### config.mk
export PLATFORM = sky130hd
export DESIGN_NAME = regfile_param
export DESIGN_NICKNAME = d
export VERILOG_FILES = /design/src/rtl/regfile_param.sv
export SDC_FILE = /design/constraint.sdc
export NUM_CORES = 2
export LEC_CHECK = 0
export CAP_MARGIN = 10
export CORE_UTILIZATION = 50
export DETAILED_ROUTE_END_ITERATION = 10
export HOLD_SLACK_MARGIN = 0.02
export PLACE_DENSITY = 0.81
export SLEW_MARGIN = 10
export SYNTH_ARGS = -nofsm -noshare
export SYNTH_HDL_FRONTEND = slang
export SYNTH_SLANG_ARGS = --single-unit
### constraint.sdc
create_clock -name clk -period 4.9 [get_ports clk]
set_input_delay 0.98 -clock clk [delete_from_list [all_inputs] [get_ports clk]]
set_output_delay 0.98 -clock clk [all_outputs]
set_load 0.02 [all_outputs]
### src/rtl/regfile_param.sv
// regfile_param: DEPTH x DATA_W register file with a background clear FSM.
// Define REGFILE_BYPASS_EN to forward an accepted write to rd1/rd2 in the same cycle.
module regfile_param #(
   parameter int DATA_W   = 32,
   parameter int DEPTH    = 32,
   parameter int ZERO_REG = 1,
   localparam int ADDR_W  = $clog2(DEPTH)
) (
   input  logic              clk,
   input  logic              rst,
   input  logic              we,
   input  logic [ADDR_W-1:0] wa,
   input  logic [DATA_W-1:0] wd,
   input  logic [ADDR_W-1:0] ra1,
   input  logic [ADDR_W-1:0] ra2,
   output logic [DATA_W-1:0] rd1,
   output logic [DATA_W-1:0] rd2,
   input  logic              clr_req,
   output logic              busy,
   output logic              wr_drop
);
   typedef enum logic {IDLE, CLEAR} state_t;
   localparam logic [ADDR_W:0]   DEPTH_V = DEPTH[ADDR_W:0];
   localparam logic [ADDR_W-1:0] LAST    = ADDR_W'(DEPTH - 1);
   logic [DATA_W-1:0] mem [DEPTH];
   state_t            state;
   logic [ADDR_W-1:0] clr_ptr;
   logic              wr_ok;
   // Same rule gates both writes and reads: in range and not the hardwired zero register.
   function automatic logic addr_ok(input logic [ADDR_W-1:0] a);
      return ({1'b0, a} < DEPTH_V) && !(ZERO_REG != 0 && a == '0);
   endfunction
   assign busy  = (state == CLEAR);
   assign wr_ok = rst && we && !busy && addr_ok(wa);
   always_comb begin
      rd1 = addr_ok(ra1) ? mem[ra1] : '0;
      rd2 = addr_ok(ra2) ? mem[ra2] : '0;
`ifdef REGFILE_BYPASS_EN
      if (wr_ok && ra1 == wa) rd1 = wd;
      if (wr_ok && ra2 == wa) rd2 = wd;
`endif
   end
   always_ff @(posedge clk) begin
      if (!rst) begin
         for (int i = 0; i < DEPTH; i++) mem[i] <= '0;
         state   <= IDLE;
         clr_ptr <= '0;
         wr_drop <= 1'b0;
      end else begin
         wr_drop <= we && !wr_ok;
         if (wr_ok) mem[wa] <= wd;
         if (busy) begin
            mem[clr_ptr] <= '0;
            clr_ptr      <= clr_ptr + 1'b1;
            state        <= (clr_ptr == LAST) ? IDLE : CLEAR;
         end else if (clr_req) begin
            state   <= CLEAR;
            clr_ptr <= '0;
         end
      end
   end
endmodule

* Yosys cells after proc, flatten, opt, wreduce, memory -nomap -nowiden
Memory sizes are Yosys's and may differ from the RTL's.
Index checks and enable logic that the tools add are counted.
** Word-level totals
- Output and inout bits :: 66
- Memories kept :: 1
- Memory bits (writable) :: 1024
- Bits of input ports :: 51
- Bits in registers :: 7
** Memory list
- mem :: depth 32, bits a word 32, rd ports 2, clocked after Yosys merged registers in 0, write ports 32, RTL line 25 : logic [DATA_W-1:0] mem [DEPTH];
** Cells by class
- Multiplexer cells :: 20
- Equality and inequality tests :: 1
- Reductions and logical operators :: 13
- Add/subtract/negate cells :: 1
** Operators by type and width (number)
- two-way mux 32 bit :: 4
- OR reduction 32 bit :: 2
- two-way mux 5 bit :: 4
- logical NOT 5 bit :: 3
- two-way mux 1 bit :: 12
- adder 5 x 1 -> 5 bit (second input constant) :: 1
- equality test 5 bit (second input constant) :: 1
- logical AND 1 bit :: 4
- logical NOT 1 bit :: 3
- nonzero test 2 bit :: 1

* Longest topological paths before layout
- Depth in word-level cells :: 9
- Depth in mapped cells :: 8
- Mapped depth without buffers :: 6

* Least setup slack after synthesis
No wires, ideal clock.
- Kind :: input-to-reg
- From :: input port rst
- To :: memory mem[11][0] (enable)
- Buffers on the path :: 2
- Arrival :: 4270 ps
- Setup time :: 466 ps
- Required time :: 4434 ps
- Path slack :: 165 ps
- Stages :: 6
- Cells stage by stage :: buf_2 and2_4 o21ai_2 nand2_2 clkbuf_1 o21ai_0
** RTL lines
- start: declaration :: RTL line 10 : input logic rst,
- end: declaration :: RTL line 25

* Final worst setup path
- From :: input port ra2[3]
- To :: output port rd2[13]
** On the way
- Longest elaborated chain between the ends :: 2
- Elaborated cells on any way between the ends :: 3
- Those cells by class :: mux: 1; reduce/logical: 1; memory: 1
** Ends and longest elaborated chain
- start: declaration :: RTL line 15 : input logic [ADDR_W-1:0] ra2,
- memory (32 x 32 bit) or logical NOT 5 bit (tied branches)
- two-way mux 32 bit * :: RTL line 37 : rd2 = addr_ok(ra2) ? mem[ra2] : '0;
- end: declaration :: RTL line 17 : output logic [DATA_W-1:0] rd2,
Every way passes the cells marked *; elsewhere a longest branch is shown, timed or not.

==> summary.txt <==
status = finished, violations left
failing checks = max-capacitance violations, max-slew violations, negative setup slack
CP Data Required Time = 3.92 ns
synth-to-layout area growth = 12.6%
Area contributors post-synth = edfxtp_1 (57%), mux4_2 (19%), nor3_1 (5.9%)
mapped cell area = 54100 sq um
cells after synthesis = 3777
routed length per instance = 36.2 um
GR Overflow Total = 0
RePlAce Congestion = 0.947
Bufs on Longest Clock Path = 3
Max Freq = 198 MHz
skew final = 0.0207 ns
Starting Density = 50.5%
Syn Area/Cell = 14.3 sq um
PortBufs = 116
maximum fanout along the worst path = 21
number of library cell types mapped by synthesis = 48
Worst Setup Start Kind = input pin
final cycle utilization of the critical path = 103%
Max Cap Viol = 1
Worst Path Arrival = 4.08 ns
Die Wd = 331 um
post-CTS sizing = 0
CP Class = in -> out
CP cell instances = buf_2 -> nor2b_2 -> buf_4 -> buf_4 -> a22oi_1 -> a311oi_1 -> buf_4
Vias/cell = 7.59
EDFF count, synth = 1024
Via Count = 40161
DP Cell Count = 5090
Setup-failing EPs final = 3
TritonCTS clock tree = built
fillers = 7972
share of the synthesized area in the top cell type = 56.8%
sequential area share after synthesis = 57.1%
hold path depth = 3
multi-input logic area = 21300 sq um
I/O pins = 117
Worst Max-Slew Pin Slew = 1.61 ns
Slew Limit Fails = 2
Hold Fails Final Rpt = 0
# hold bufs at CTS = 0
Worst Hold Class = in -> reg
FF-to-FF path depth = 5
Hold EP = busy
Yosys top cell by area = edfxtp_1
H-tree Lvls = 3
share of cells above drive strength 1 = 26.7%
largest net degree at the start of global routing = 147
DRT Pass-1 Iters = 8
initial DRC count = 7582
clock sink count = 1031
min-delay src = rst
WHS = 0.568 ns
final wirelength = 192000 um
clk root buf = clkbuf_16
first-pass GRT wire length = 271000 um
worst-skew pair later-pin latency = 0.71 ns
row cnt = 120
Reg-to-Reg End = mem[31][14]
Setup TNS = -0.277 ns
Total Nets Final = 3845
vias in the first global route = 40071
die height = 331 um
pre-CTS WS = 0.211 ns
Reg-to-Reg Start = busy
Top FF cell, synth = edfxtp_1
Total Power = 21.4 mW
Worst Slack Setup Final = -0.156 ns
Clock transition at path regs = 0.06 ns
flops & latches, synth = 1031
most frequent CP cell = buf_4
Final min period = 5.06 ns
fin cells = 5289
DP HPWL = 116000 um
Core ar. = 107000 sq um
sequential cell area = 30900 sq um
CTS buffer count = 102
CP max-delay cell = a311oi_1
cell area power density = 352 nW/um^2
DR DRC count = 0
reg2reg setup slack = 0.78 ns
ys async rst share = 0%
Ys Warns = 0
Pleak = 20.2 nW
GRT Resource Usage Total = 34.8%
crit end category = output port
Die Area = 110000 sq um
worst vdd ir = 0.312 mV
unrepaired setup endpoints after global routing = no
Critical Path Max Stage Delay = 1.11 ns
worst relative slew slack = -7.79%
antenna viol nets, final = 0
Post-CTS Setup Repair Bufs = 0
antenna violations before repair = 7
worst max path at each step:
stage | from | endpoint | slack (ns)
2_1_floorplan | rst | mem[11][0] | 0.16
3_3_place_gp | ra2[3] | rd2[9] | 0.21
3_5_place_dp | ra2[3] | rd2[9] | 0.21
4_1_cts | ra2[3] | rd2[9] | 0.20
5_1_grt | ra2[3] | rd2[13] | 0.05
6_report | ra2[3] | rd2[13] | -0.16
cells in the final DEF (no fill, tap or decap), drive strengths merged, types with 4 or more instances in the layout:
master / count
a311oi: 64
o2111ai: 18
nor3: 641
nor2: 362
nand2: 98
nand4: 12
edfxtp: 1024
a211oi: 64
mux4: 448
dfxtp: 7
clkdlybuf4s50: 73
inv: 6
mux2i: 131
a221oi: 46
clkbuf: 121
bufinv: 14
mux2: 65
and2: 5
o21ai: 138
a22oi: 64
diode: 8
nand2b: 4
conb: 32
buf: 294
clkinv: 50
nor2b: 73
metal layers:
metal | GRT usage, % | wire length, um | vias to the layer above
met5 | 0.478 | 132 | -
met4 | 22.0 | 14900 | 12
met3 | 15.4 | 37300 | 1126
met2 | 50.0 | 81500 | 4441
met1 | 42.9 | 57800 | 19469
li1 | - | - | 15113
critical path: cells and delay by family:
family	cells	cell delay (ns)
compound gates	2	1.21
simple gates	1	0.26
buf+inv	4	1.53
logic make-up after synthesis:
kind of cell / share of synthesized area (%)
buffers and inverters: 4.43
AND/OR/NAND/NOR: 10.7
multiplexers: 22.4
other: 0.00693
AO/OA/AOI/OAI: 5.31
flip-flops: 57.1
adder cells (fa/ha/maj): 0.0462
cell usage after synthesis (2+ instances only):
cell type / number
o21ai_4: 2
nand2_1: 95
o2111ai_1: 18
nor2_1: 362
mux4_2: 448
nand2b_1: 4
nand4_1: 2
nand2_2: 2
nor3_1: 641
dfxtp_1: 7
edfxtp_1: 1024
o21ai_1: 15
clkbuf_4: 2
buf_2: 179
nand4_4: 10
buf_6: 19
ha_1: 2
and2_1: 3
a311oi_1: 64
a22oi_1: 64
a21oi_1: 3
buf_4: 48
a221oi_1: 46
or4_1: 3
inv_1: 3
nand4b_1: 2
mux2_2: 65
nor3b_1: 2
clkbuf_1: 227
buf_1: 13
nor2b_1: 73
a211oi_1: 64
mux2i_1: 130
or2_2: 2
o21ai_0: 120
report_power, final:
group          switching (mW)  internal (mW)  total, mW
registers               0.187           10.0       10.2
logic                    1.95           1.09       3.05
clock network            3.55           4.62       8.17
final cells by class:
type,instances,share of cell area (%)
sequential,1031,50.7
multi-input combinational,2286,35.0
timing repair buffer,368,5.78
clock buffer,120,4.35
tap,1403,2.88
clock inverter,70,1.24
antenna,8,0.0329
inverter,3,0.0226
sequential cells by signal (all words and copies together), names as in the netlist:
signal   flops
busy         1
clr_ptr      5
mem       1024
wr_drop      1
per-stage QoR:
stage / instance area (sq um) / util (%)
2_1_floorplan: 54200 / -
3_3_place_gp: 57500 / 53.6
6_report: 60900 / 56.8
4_1_cts: 60900 / 56.8
5_1_grt: 60900 / 56.8
3_5_place_dp: 57500 / 53.6
Power figures use the tool's default switching activity.
